File: config.mk
export PLATFORM = sky130hd
export DESIGN_NAME = adder_serial_nbit
export DESIGN_NICKNAME = d
export VERILOG_FILES = /design/src/rtl/adder_pkg.sv /design/src/rtl/adder_full_1bit.sv /design/src/rtl/adder_full_nbit.sv /design/src/rtl/adder_serial_nbit.sv
export SDC_FILE = /design/constraint.sdc
export NUM_CORES = 1
export LEC_CHECK = 0
export BUFFER_PORTS_ARGS = -buffer_cell sky130_fd_sc_hd__buf_4
export CORE_ASPECT_RATIO = 0.9
export CORE_MARGIN = 2
export CORE_UTILIZATION = 56
export CTS_BUF_LIST = sky130_fd_sc_hd__clkbuf_16
export CTS_CLUSTER_DIAMETER = 30
export CTS_CLUSTER_SIZE = 24
export DETAILED_ROUTE_END_ITERATION = 8
export HOLD_SLACK_MARGIN = 0.03
export MAX_ROUTING_LAYER = met4
export PLACE_DENSITY_LB_ADDON = 0.15
export SYNTH_ARGS = -nofsm -noshare
export SYNTH_HDL_FRONTEND = slang
export SYNTH_SLANG_ARGS = --single-unit
File: constraint.sdc
create_clock -name Clk -period 4.4 [get_ports Clk]
set_clock_uncertainty 0.1 [all_clocks]
set_input_delay 0.22 -clock Clk [delete_from_list [all_inputs] [get_ports Clk]]
set_output_delay 0.22 -clock Clk [all_outputs]
set_load 0.05 [all_outputs]
File: src/rtl/adder_pkg.sv
// adder_pkg: shared state encoding and digit-count helpers for the serial adder
package adder_pkg;
  typedef enum logic [1:0] {ST_IDLE = 2'd0, ST_RUN = 2'd1, ST_DONE = 2'd2} state_t;
  function automatic int calc_n(input int width, input int digit);
    return width / digit;
  endfunction
  function automatic int calc_cw(input int width, input int digit);
    return (width / digit) > 1 ? $clog2(width / digit) : 1;
  endfunction
endpackage

File: src/rtl/adder_full_1bit.sv
// adder_full_1bit: single-bit full adder
module adder_full_1bit (
  input  logic a,
  input  logic b,
  input  logic ci,
  output logic s,
  output logic co
);
  assign s  = a ^ b ^ ci;
  assign co = (a & b) | (ci & (a ^ b));
endmodule

File: src/rtl/adder_full_nbit.sv
// adder_full_nbit: DIGIT-bit ripple adder exposing the carry into its MSB
module adder_full_nbit #(
  parameter int DIGIT = 1
) (
  input  logic [DIGIT-1:0] a,
  input  logic [DIGIT-1:0] b,
  input  logic             ci,
  output logic [DIGIT-1:0] s,
  output logic             co,
  output logic             c_msb
);
  logic [DIGIT:0] c;
  assign c[0]  = ci;
  assign co    = c[DIGIT];
  assign c_msb = c[DIGIT-1];
  for (genvar i = 0; i < DIGIT; i++) begin : g_bit
    adder_full_1bit u_fa (.a(a[i]), .b(b[i]), .ci(c[i]), .s(s[i]), .co(c[i+1]));
  end
endmodule

File: src/rtl/adder_serial_nbit.sv
// adder_serial_nbit: multi-cycle add/subtract processing DIGIT bits per clock, LSB first
module adder_serial_nbit
  import adder_pkg::*;
#(
  parameter int WIDTH = 8,
  parameter int DIGIT = 1
) (
  input  logic             Clk,
  input  logic             Reset,
  input  logic             Start,
  input  logic             Sub,
  input  logic [WIDTH-1:0] Add,
  input  logic [WIDTH-1:0] Aug,
  input  logic             PreC,
  output logic             Busy,
  output logic             Done,
  output logic [WIDTH-1:0] Sum,
  output logic             ProC,
  output logic             Ovf
);
  localparam int N  = calc_n(WIDTH, DIGIT);
  localparam int CW = calc_cw(WIDTH, DIGIT);
  if (WIDTH % DIGIT != 0 || WIDTH < 2) begin : g_bad_param
    $error("adder_serial_nbit: WIDTH must be >= 2 and a multiple of DIGIT");
  end
  state_t state_q, state_d;
  logic [CW-1:0] cnt_q, cnt_d;
  logic [WIDTH-1:0] a_q, a_d, b_q, b_d, acc_q, acc_d, sum_q, sum_d;
  logic c_q, c_d, sub_q, sub_d, busy_q, busy_d, done_q, done_d, proc_q, proc_d, ovf_q, ovf_d;
  logic [DIGIT-1:0] s_dig;
  logic co, cm, accept, run, last;
  logic [WIDTH+DIGIT-1:0] cat;
  adder_full_nbit #(.DIGIT(DIGIT)) u_digit (
    .a(a_q[DIGIT-1:0]), .b(b_q[DIGIT-1:0]), .ci(c_q), .s(s_dig), .co(co), .c_msb(cm)
  );
  always_comb begin
    accept  = Start && state_q != ST_RUN;
    run     = state_q == ST_RUN;
    last    = cnt_q == CW'(N - 1);
    cat     = {s_dig, acc_q};
    state_d = accept ? ST_RUN : run ? (last ? ST_DONE : ST_RUN) : ST_IDLE;
    a_d     = accept ? Add : run ? a_q >> DIGIT : a_q;
    b_d     = accept ? (Sub ? ~Aug : Aug) : run ? b_q >> DIGIT : b_q;
    c_d     = accept ? PreC ^ Sub : run ? co : c_q;
    sub_d   = accept ? Sub : sub_q;
    cnt_d   = accept ? '0 : run ? cnt_q + 1'b1 : cnt_q;
    acc_d   = accept ? '0 : run ? cat[WIDTH+DIGIT-1:DIGIT] : acc_q;
    sum_d   = run && last ? cat[WIDTH+DIGIT-1:DIGIT] : sum_q;
    proc_d  = run && last ? co ^ sub_q : proc_q;
    ovf_d   = run && last ? cm ^ co : ovf_q;
    busy_d  = state_d == ST_RUN;
    done_d  = state_d == ST_DONE;
  end
  always_ff @(posedge Clk) begin
    if (Reset) begin
      state_q <= ST_IDLE;
      cnt_q   <= '0;
      a_q     <= '0;
      b_q     <= '0;
      acc_q   <= '0;
      sum_q   <= '0;
      c_q     <= 1'b0;
      sub_q   <= 1'b0;
      busy_q  <= 1'b0;
      done_q  <= 1'b0;
      proc_q  <= 1'b0;
      ovf_q   <= 1'b0;
    end else begin
      state_q <= state_d;
      cnt_q   <= cnt_d;
      a_q     <= a_d;
      b_q     <= b_d;
      acc_q   <= acc_d;
      sum_q   <= sum_d;
      c_q     <= c_d;
      sub_q   <= sub_d;
      busy_q  <= busy_d;
      done_q  <= done_d;
      proc_q  <= proc_d;
      ovf_q   <= ovf_d;
    end
  end
  assign Busy = busy_q;
  assign Done = done_q;
  assign Sum  = sum_q;
  assign ProC = proc_q;
  assign Ovf  = ovf_q;
endmodule
Word level (Yosys, flattened, before mapping)
Cells that the tools add are included.
W data, S select, Z words.
{"block": "classes", "mux": 10, "n_addsub": 1, "n_reduce_logical": 4, "eq_ne": 5, "n_bitwise": 9}
{"operator": "$mux W8", "n": 5}
{"operator": "$not A8 Y8", "n": 1}
{"operator": "$mux W2", "n": 3}
{"operator": "$xor A1 B1 Y1", "n": 5}
{"operator": "$eq A2 B1 Y1 const B", "n": 2}
{"operator": "$add A3 B1 Y3 const B", "n": 1}
{"operator": "$eq A3 B3 Y1 const B", "n": 1}
{"operator": "$and A1 B1 Y1", "n": 2}
{"operator": "$eq A2 B2 Y1 const B", "n": 1}
{"operator": "$logic_and A1 B1 Y1", "n": 2}
{"operator": "$mux W1", "n": 2}
{"operator": "$ne A2 B1 Y1 const B", "n": 1}
{"operator": "$reduce_bool A2 Y1", "n": 1}
{"operator": "$reduce_or A2 Y1", "n": 1}
{"operator": "$or A1 B1 Y1", "n": 1}
{"block": "totals", "input_bits": 21, "wordCells": 41, "register_bits": 43}

Logic depth before layout (Yosys ltp)
Gate-level depths: netlist (run 1).
{"block": "depth", "word_depth": 5, "depth_mapped": 6, "mapped_depth_nobuf": 5}

Hierarchy
A second synthesis (run 1) with hierarchy kept.
{"block": "unflattened", "hier_cells": 199, "hier_area_um2": 1826.8}
{"module": "adder_serial_nbit", "area_each_um2": 1799.2, "cells_per_inst": 197, "n_inst": 1, "seq_area_each_um2": 820.8}
{"module": "adder_full_1bit", "area_each_um2": 20.0, "cells_per_inst": 1, "n_inst": 1, "seq_area_each_um2": 0.0}
{"module": "adder_full_nbit", "area_each_um2": 7.5, "cells_per_inst": 1, "n_inst": 1, "seq_area_each_um2": 0.0}

Worst setup path before layout (run 1)
OpenSTA, ideal clock, no wires.
{"block": "synth_path", "path_kind": "flip-flop to flip-flop", "startpoint": "register state_q[0]", "endpoint": "register acc_q[1]", "setup_ps": 66, "path_stages_with_launch": 6, "slack_ps": 2912, "n_path_buf": 2, "arrival_time_ps": 1322, "required_time_ps": 4234, "path_cell_list": "dfxtp_1 -> nand2b_1 -> buf_6 -> a21o_1 -> buf_6 -> a21oi_2"}
{"block": "synth_between", "elab_chain_cells": 3, "word_cells_on_any_way": 4, "cone_classes": "eq/ne: 2; reduce/logical: 2"}
{"element": "start: declaration", "line_no": "adder_serial_nbit.sv:26", "source": "state_t state_q, state_d;"}
{"element": "start signal: assignment", "line_no": "adder_serial_nbit.sv:69", "source": "state_q <= state_d;"}
{"element": "$ne A2 B1 Y1", "line_no": "adder_serial_nbit.sv:37", "source": "accept = Start && state_q != ST_RUN;"}
{"element": "$logic_and A1 B1 Y1", "line_no": "adder_serial_nbit.sv:37"}
{"element": "$reduce_or A2 Y1 (no line)"}
{"element": "end signal: assignment", "line_no": "adder_serial_nbit.sv:60", "source": "acc_q <= '0;"}
{"element": "end signal: assignment", "line_no": "adder_serial_nbit.sv:73", "source": "acc_q <= acc_d;"}
{"element": "end: declaration", "line_no": "adder_serial_nbit.sv:28", "source": "logic [WIDTH-1:0] a_q, a_d, b_q, b_d, acc_q, acc_d, sum_q, sum_d;"}
Several ways; a longest one is shown, not always the timed one.
A chain may end at the register's enable or synchronous reset.

Worst setup path after layout (run 1)
{"block": "layout_path", "startpoint": "register state_q[1]", "endpoint": "register cnt_q[0]"}
{"block": "layout_between", "elab_chain_cells": 3, "word_cells_on_any_way": 4, "cone_classes": "eq/ne: 2; reduce/logical: 2"}
{"element": "$ne A2 B1 Y1", "line_no": "adder_serial_nbit.sv:37"}
{"element": "$logic_and A1 B1 Y1", "line_no": "adder_serial_nbit.sv:37"}
{"element": "$reduce_or A2 Y1 (no line)"}
{"element": "end signal: assignment", "line_no": "adder_serial_nbit.sv:70", "source": "cnt_q <= cnt_d;"}
{"element": "end: declaration", "line_no": "adder_serial_nbit.sv:27", "source": "logic [CW-1:0] cnt_q, cnt_d;"}
Several ways; a longest one is shown, not always the timed one.

==> results.ini, run 1 <==
[grt]
overflow=0
track_usage_pct=20.88
antenna_found_initial=0
grt_max_degree=33
grt_pass1_wl_um=5740
grt_pass1_vias=1321

[power_and_ir_drop]
p_leak_uw=0.0008410
power_density_nw_per_um2=388.4
power_uw=827.0
max-vdd-ir-drop_v=0.0002717

[setup_path]
critPathMaxFanout=26
crit_type=register to register
cp.required_ns=4.46
critPathTopFamily=simple AND/OR/NAND/NOR gates
worst_setup_path_end_kind=register
worstPathCellList=nand2b_1, a21o_1, nor2_2
cp-start-kind=register
cp_slowest_cell=nand2b_1
slowest_delay_ns=0.70
critPathBufInv=0
cp_data_arrival_time_ns=1.95

[floorplan]
start_util_pct=59.32
core_um2=3067
rows=19
io_pins=33
die_w_um=64.08
die-height_um=58.07
dieArea_um2=3721

[placed_design]
port_buffers=32
dp_slack_ns=2.521
gp_congestion=0.6978
hpwl_um=2237

[cts]
clockRootBuffer=clkbuf_16
postCtsHoldBufs=0
clk_latency_ns=0.28
cts_buffers=5
clock_sinks=41
clk_pin_slew_worst_paths_ns=0.05
post_cts_resized=0
h-tree-depth=2
postCtsSetupBuffers=0
cts.path.max_buffers=2
cts_tree=built

[timing]
tightest_slew_ns=0.9370
hold_ws_ns=0.1322
max_freq_ghz=0.5289
finalHoldViolCount=0
worst_slack_ns=2.509
rsz0062_at_grt=false
min_period_ns=1.891
drv_slew=0
layout_worst_path_cycle_share_pct=42.97
setup_viol=0
setup_tns_ns=0
maxSlewHeadroom_pct=37.53

[yosys]
ys_seq_area_share_pct=45.12
yosys_most_used_dff=dfxtp_1
synth_edf_count=0
yosys.cell_types.count=26
synth-warning-count=0
yosys-top-cells-area=dfxtp_1, nand2_1, a21oi_2, xnor2_1, mux2i_1
synthCells=196
synth_area_leader_cell=dfxtp_1
avgSynthCellArea_um2=9.282
synthArstFlopShare_pct=0
syn_nets=220
synth-seq-cells=41
synthDominantCellAreaShare_pct=45.12
synthesis.area_um2=1819

[cells_and_area]
num-fill-cells=247
finish.utilization_pct=69.44
diodes=0
nNetsFinal=244
area_delta_synth_final_pct=17.06
final_layout_size_suffix_gt1_share_pct=25.34

[hold_path]
hp-class=input pin to register

[routing]
routed_wl_um=3336
dr_total_vias=1392
routed_via_density=5.293
ant_nets=0
drc=0
dr.pass1.iters=4
drt-initial-drc-count=77
drt-wirelength-per-cell_um=12.68

[run_status]
status=completed

[flow_run]
maxCapViolCount=0

worst register-to-register path, stage by stage, from the launching register on:
cell	delay [ns]
dfxtp_1	0.33
nand2b_1	0.70
a21o_1	0.57
nor2_2	0.07
final cells by class:
cell class              count  area, um^2  share of cell area [%]
well taps                  42       52.55                   2.468
multi-input cells         139       875.8                   41.13
repair buffers             32       240.2                   11.28
flip-flops and latches     41       820.8                   38.54
inverters                   1       3.754                  0.1763
clock inverters             3       11.26                  0.5288
clock buffers               5       125.1                   5.875
cells in the final DEF (no fill, tap or decap), drive strengths merged:
cell | Yosys | final
a2111oi | 1 | 1
a211o | 8 | 8
a211oi | 10 | 10
a21o | 1 | 1
a21oi | 26 | 26
and2b | 1 | 1
and3b | 1 | 1
buf | 13 | 32
clkbuf | 2 | 5
dfxtp | 41 | 41
fa | 1 | 1
ha | 2 | 2
inv | 1 | 4
mux2i | 8 | 8
nand2 | 42 | 42
nand2b | 1 | 1
nand3 | 1 | 1
nand3b | 1 | 1
nor2 | 21 | 21
nor3 | 1 | 1
o21ai | 1 | 1
xnor2 | 12 | 12
sequential cells by signal, summed over array words and instances, names as in the netlist, 2 cells and up:
name,cells
Sum,8
b_q,8
acc_q,7
cnt_q,3
state_q,2
a_q,8
synthesized netlist by cell type (2+ instances only):
library cell / count
a21oi_2: 17
xnor2_1: 12
a211oi_1: 10
a211o_1: 8
mux2i_1: 8
nor2_1: 20
clkbuf_1: 2
dfxtp_1: 41
buf_2: 5
a21oi_1: 9
nand2_1: 42
buf_6: 7
ha_1: 2
kinds of logic after synthesis:
group | share of synthesized area [%]
buffers and inverters | 6.740
xor gates and xnor gates | 5.777
and+or+nand+nor | 15.34
muxes | 4.402
DFF | 45.12
adders and majority gates | 2.476
AOI/OAI and AO/OA | 20.15
routing by layer:
layer	vias to the layer above	GRT usage (%)	part of all wire [%]
li1	708	-	-
met1	648	22.24	45
met2	26	34.97	48
met3	10	7.573	4.4
met4	0	9.317	2.2
met5	-	-	0
through the flow:
step,cells,cell area (um^2)
4_1_cts,263,2130
3_3_place_gp,255,1993
3_5_place_dp,255,1993
5_1_grt,263,2130
6_report,263,2130
2_1_floorplan,196,1819
power breakdown:
group / leakage, uW / internal, uW / switching (uW)
Combinational: 0.000429 / 42.4 / 50.3
Clock: 0.0000776 / 204 / 134
Sequential: 0.000335 / 387 / 9.62
Total: 0.000841 / 633 / 194
final timing paths:
| check | start | to | slack, ns | depth (start not counted) |
|---|---|---|---|---|
| max reg2reg | state_q[1] | cnt_q[0] | 2.51 | 3 |
| max | state_q[1] | cnt_q[0] | 2.51 | 3 |
| min | Add[7] | a_q[7] | 0.13 | 3 |
| min reg2reg | Sum[2] | Sum[2] | 0.35 | 2 |
Note: power is estimated with default switching activity, not from simulation.
==> run 2: changes to the inputs <==
- CORE_UTILIZATION: 56 -> 54
- clock period: 4.4 -> 1.9 ns (I/O delays scaled with it)
==> results.ini, run 2 (synthesis gave the netlist of run 1 again) <==
[run_status]
status=completed  ; unchanged

[grt]
track_usage_pct=20.87  ; was 20.88%
grt_pass1_wl_um=5851  ; was 5740 um
grt_max_degree=33  ; unchanged
antenna_found_initial=0  ; unchanged
grt_pass1_vias=1324  ; was 1321
overflow=0  ; unchanged

[flow_run]
maxCapViolCount=0  ; unchanged

[power_and_ir_drop]
p_leak_uw=0.0008544  ; was 0.0008410 uW
power_uw=2092  ; was 827.0 uW
power_density_nw_per_um2=956.5  ; was 388.4 nW/um^2
max-vdd-ir-drop_v=0.0008305  ; was 0.0002717 V

[setup_path]
rr_worst_depth=5  ; was 3
cp_data_arrival_time_ns=1.71  ; was 1.95 ns
cp-start-kind=register  ; unchanged
r2r-start=cnt_q[0]  ; was state_q[1]
critPathMaxFanout=13  ; was 26
worst_setup_path_end_kind=register  ; unchanged
reg2reg_slack_ns=0.28  ; was 2.51 ns
crit_type=register to register  ; unchanged
cp.required_ns=1.99  ; was 4.46 ns
reg2reg_to=Ovf  ; was cnt_q[0]

[timing]
setup_viol=0  ; unchanged
drv_slew=0  ; unchanged
max_freq_ghz=0.6171  ; was 0.5289 GHz
min_period_ns=1.621  ; was 1.891 ns
maxSlewHeadroom_pct=64.72  ; was 37.53%
tightest_slew_ns=0.5293  ; was 0.9370 ns
layout_worst_path_cycle_share_pct=85.29  ; was 42.97%
finalHoldViolCount=0  ; unchanged
rsz0062_at_grt=false  ; unchanged
hold_ws_ns=0.02955  ; was 0.1322 ns
setup_tns_ns=0  ; unchanged

[cells_and_area]
mostFrequentLayoutCell=nand2_1  ; unchanged
nNetsFinal=246  ; was 244
finalNonFillerCells=265  ; was 263
mostFrequentLayoutCells=nand2_1, dfxtp_1, buf_4, nor2_1, a21oi_2  ; unchanged
area_delta_synth_final_pct=20.22  ; was 17.06%
fin_area_um2=2187  ; was 2130 um^2
num-fill-cells=257  ; was 247
final_layout_size_suffix_gt1_share_pct=26.91  ; was 25.34%
diodes=0  ; unchanged

[placed_design]
gp_congestion=0.7632  ; was 0.6978
port_buffers=32  ; unchanged
dpl_cell_area_um2=2021  ; was 1993 um^2
placed_cells=257  ; was 255
hpwl_um=2284  ; was 2237 um

[cts]
cts.path.max_buffers=2  ; unchanged
cts_buffers=5  ; unchanged
clockRootBuffer=clkbuf_16  ; unchanged
post_cts_resized=0  ; unchanged
postCtsSetupBuffers=0  ; unchanged
h-tree-depth=2  ; unchanged
clk_pin_slew_worst_paths_ns=0.06  ; was 0.05 ns
clock_sinks=41  ; unchanged
cts_tree=built  ; unchanged
postCtsHoldBufs=0  ; unchanged
clk_latency_ns=0.28  ; about the same

[floorplan]
start_util_pct=57.97  ; was 59.32%
dieArea_um2=3850  ; was 3721 um^2
die-height_um=59.07  ; was 58.07 um
rows=19  ; unchanged
die_w_um=65.18  ; was 64.08 um
core_um2=3138  ; was 3067 um^2
io_pins=33  ; unchanged

[routing]
drc=0  ; unchanged
routed_via_density=5.275  ; was 5.293
drt-initial-drc-count=87  ; was 77
routed_wl_um=3546  ; was 3336 um
drt-wirelength-per-cell_um=13.38  ; was 12.68 um
ant_nets=0  ; unchanged
dr.pass1.iters=4  ; unchanged
dr_total_vias=1398  ; was 1392

[hold_path]
worstHoldStart=Add[7]  ; unchanged
hp-class=input pin to register  ; unchanged
min_path_cells=3  ; unchanged
min_delay_worst_endpoint=a_q[7]  ; unchanged

[run 2: changes by cell type in the layout (fill, tap and decap cells not counted)]
cell,before,now
buf_4,32,33
clkinv_1,0,1
clkinvlp_4,0,1
buf_12,0,1
bufinv_16,0,1
inv_1,4,1
[run 2: worst max-delay path: stages, from the launching register on]
cell and delay [ns]:
dfxtp_1 0.35, ha_1 0.16, ha_1 0.15, and3b_1 0.43, nor2_1 0.09, a211oi_1 0.24
[run 2: worst max-delay path by stage]
stage | startpoint | to | cells past startpoint
floorplan | state_q[0] | acc_q[1] | 5
global placement | cnt_q[0] | ProC | 5
detailed placement | cnt_q[0] | Ovf | 5
CTS | cnt_q[0] | Ovf | 5
global route | cnt_q[0] | Ovf | 5
finish | cnt_q[0] | Ovf | 5
[run 2: metrics by stage]
step | worst slack (ns) | util [%]
2_1_floorplan | 0.4124 | -
3_3_place_gp | 0.4180 | 64.39
3_5_place_dp | 0.2982 | 64.39
4_1_cts | 0.2800 | 69.70
5_1_grt | 0.1755 | 69.70
6_report | 0.2794 | 69.70
[run 2: power by group]
part | switching (uW) | leakage (uW) | internal (uW)
sequential | 22.0 | 0.000335 | 896
clock | 333 | 0.0000775 | 614
combinational | 121 | 0.000442 | 106
total | 476 | 0.000854 | 1620
[run 2: per-layer routing]
metal	up-vias	part of all wire, %	global-route usage [%]
met5	-	0	-
met4	0	0.82	8.036
met3	2	4.1	5.894
met1	661	45	23.16
li1	712	-	-
met2	23	50	35.86
[run 2: layout make-up]
class / count / area, um^2 / share of cell area [%]
Timing Repair Buffer: 34 / 267.8 / 12.24
Multi-Input combinational cell: 139 / 875.8 / 40.05
Clock inverter: 3 / 41.29 / 1.888
Sequential cell: 41 / 820.8 / 37.53
Clock buffer: 5 / 125.1 / 5.721
Tap cell: 42 / 52.55 / 2.403
Inverter: 1 / 3.754 / 0.1716
==> run 3: changes to the inputs <==
- SETUP_SLACK_MARGIN: default -> 0.5
==> results.ini, run 3 (synthesis gave the netlist of run 1 again) <==
[run_status]
status=completed  ; unchanged

[routing]
highest_layer=met4  ; unchanged
drt-initial-drc-count=88  ; was 87
dr_total_vias=1454  ; was 1398
drc=0  ; unchanged
drt-wirelength-per-cell_um=14.87  ; was 13.38 um
ant_nets=0  ; unchanged
routed_wl_um=4016  ; was 3546 um
dr_wl_met2_um=2021  ; was 1780 um
dr.pass1.iters=4  ; unchanged
wl_met1_um=1773  ; was 1591 um
routed_via_density=5.385  ; was 5.275
wl_met3_um=174  ; was 145 um

[setup_path]
cp_slowest_cell=dfxtp_2  ; was and3b_1
reg2reg_slack_ns=0.49  ; was 0.28 ns
critPathMostFrequentCell=ha_4  ; was ha_1
reg2reg_to=state_q[1]  ; was Ovf
worstPathCellList=ha_4, ha_4, nand3b_1, clkbuf_16, buf_6, nor2_4  ; was ha_1, ha_1, and3b_1, nor2_1, a211oi_1
cp-start-kind=register  ; unchanged
cp.required_ns=1.96  ; was 1.99 ns
r2r-start=cnt_q[1]  ; was cnt_q[0]
worst_setup_path_end_kind=register  ; unchanged
slowest_delay_ns=0.33  ; was 0.43 ns
critPathBufInv=2  ; was 0
crit_start=cnt_q[1]  ; was cnt_q[0]
crit_type=register to register  ; unchanged
rr_worst_depth=6  ; was 5
cp_data_arrival_time_ns=1.47  ; was 1.71 ns
critPathTopFamily=flip-flops  ; was simple AND/OR/NAND/NOR gates
critPathMaxFanout=5  ; was 13

[cells_and_area]
final_layout_size_suffix_gt1_share_pct=35.96  ; was 26.91%
nNetsFinal=251  ; was 246
multi_input_area_um2=949.7  ; was 875.8 um^2
seq_area_um2=824.5  ; was 820.8 um^2
mostFrequentLayoutCell=nand2_1  ; unchanged
finish.utilization_pct=74.96  ; was 69.70%
diodes=0  ; unchanged
mostFrequentLayoutCells=nand2_1, dfxtp_1, buf_4, nor2_1, a21oi_2  ; unchanged
area_delta_synth_final_pct=29.30  ; was 20.22%
num-fill-cells=235  ; was 257

[grt]
grt_pass1_wl_um=6341  ; was 5851 um
antenna_found_initial=0  ; unchanged
grt_max_degree=33  ; unchanged
overflow=0  ; unchanged
grt_pass1_vias=1315  ; was 1324
track_usage_pct=22.56  ; was 20.87%

[timing]
drv_slew=0  ; unchanged
hold_ws_ns=0.03136  ; was 0.02955 ns
min_period_ns=1.414  ; was 1.621 ns
tightest_slew_ns=0.5316  ; was 0.5293 ns
layout_worst_path_cycle_share_pct=74.40  ; was 85.29%
setup_tns_ns=0  ; unchanged
maxSlewHeadroom_pct=64.56  ; was 64.72%
finalHoldViolCount=0  ; unchanged
rsz0062_at_grt=true  ; was false
setup_viol=0  ; unchanged
max_freq_ghz=0.7074  ; was 0.6171 GHz

[hold_path]
min_path_cells=3  ; unchanged
hp-class=input pin to register  ; unchanged
worstHoldStart=Add[7]  ; unchanged
min_delay_worst_endpoint=a_q[7]  ; unchanged

[placed_design]
hpwl_um=2381  ; was 2284 um
gp_congestion=0.7643  ; was 0.7632
port_buffers=32  ; unchanged

[floorplan]
die-height_um=59.07  ; unchanged
rows=19  ; unchanged
die_w_um=65.18  ; unchanged
io_pins=33  ; unchanged
core_um2=3138  ; unchanged
start_util_pct=57.97  ; unchanged
dieArea_um2=3850  ; unchanged

[cts]
cts_buffers=5  ; unchanged
clock_sinks=41  ; unchanged
clk_pin_slew_worst_paths_ns=0.06  ; about the same
postCtsHoldBufs=0  ; unchanged
cts.path.max_buffers=2  ; unchanged
clockRootBuffer=clkbuf_16  ; unchanged
clk_latency_ns=0.28  ; about the same
cts_tree=built  ; unchanged
h-tree-depth=2  ; unchanged

[power_and_ir_drop]
p_sw_share_pct=21.43  ; was 22.74%
power_density_nw_per_um2=951.0  ; was 956.5 nW/um^2
clkPwrFrac_pct=48.3  ; was 45.3%
seq_power_share_pct=41.2  ; was 43.9%
max-vdd-ir-drop_v=0.0007410  ; was 0.0008305 V
power_uw=2237  ; was 2092 uW
comb_power_share_pct=10.5  ; was 10.9%
p_leak_uw=0.0009106  ; was 0.0008544 uW
internal_power_uw=1758  ; was 1616 uW
p_switching_uw=479.4  ; was 475.7 uW

[flow_run]
maxCapViolCount=0  ; unchanged

## run 3: final cells by class
type	count	area share, %
Multi-Input combinational cell	140	40.37
Sequential cell	41	35.05
Timing Repair Buffer	38	14.10
Clock buffer	5	5.319
Clock inverter	3	2.766
Tap cell	42	2.234
Inverter	1	0.1596
## run 3: worst max path at each step
stage | endpoint | slack, ns | depth (start not counted)
final | state_q[1] | 0.49 | 6
after global routing | state_q[1] | 0.45 | 6
after CTS | Ovf | 0.51 | 4
after detailed placement | Ovf | 0.32 | 5
after global placement | ProC | 0.42 | 5
after floorplan | state_q[0] | 0.50 | 5
## run 3: through the flow
step	instances	instance area, um^2	setup slack (ns)
floorplan	196	1823	0.5013
global placement	257	2022	0.4179
detailed placement	257	2022	0.3226
CTS	267	2251	0.5088
global route	270	2352	0.4497
finish	270	2352	0.4864
## run 3: metal layers
layer  track usage (%)  vias up
met5                 -        -
met4             6.250        0
met3             6.464        5
met2             35.42       37
met1             28.73      689
li1                  -      723
## run 3: what timing repair did
action / 4_1_cts / 5_1_grt
pin swaps: 3 / 8
setup buffers: 1 / 2
cloned: 1 / 1
resized for setup: 6 / 15
endpoints found under the setup margin: 12 / 11
## run 3: worst reg2reg max path, cell delays in order, from the launching register on
cell	delay, ns
dfxtp_2	0.33
ha_4	0.16
ha_4	0.16
nand3b_1	0.21
clkbuf_16	0.20
buf_6	0.10
nor2_4	0.03
## run 3: power by group through the flow
stage / Clock, uW / Sequential, uW / Combinational (uW)
floorplan: 0 / 937 / 173
global placement: 0 / 935 / 215
detailed placement: 0 / 938 / 226
CTS: 1090 / 921 / 230
global route: 1140 / 925 / 258
finish: 1080 / 921 / 236
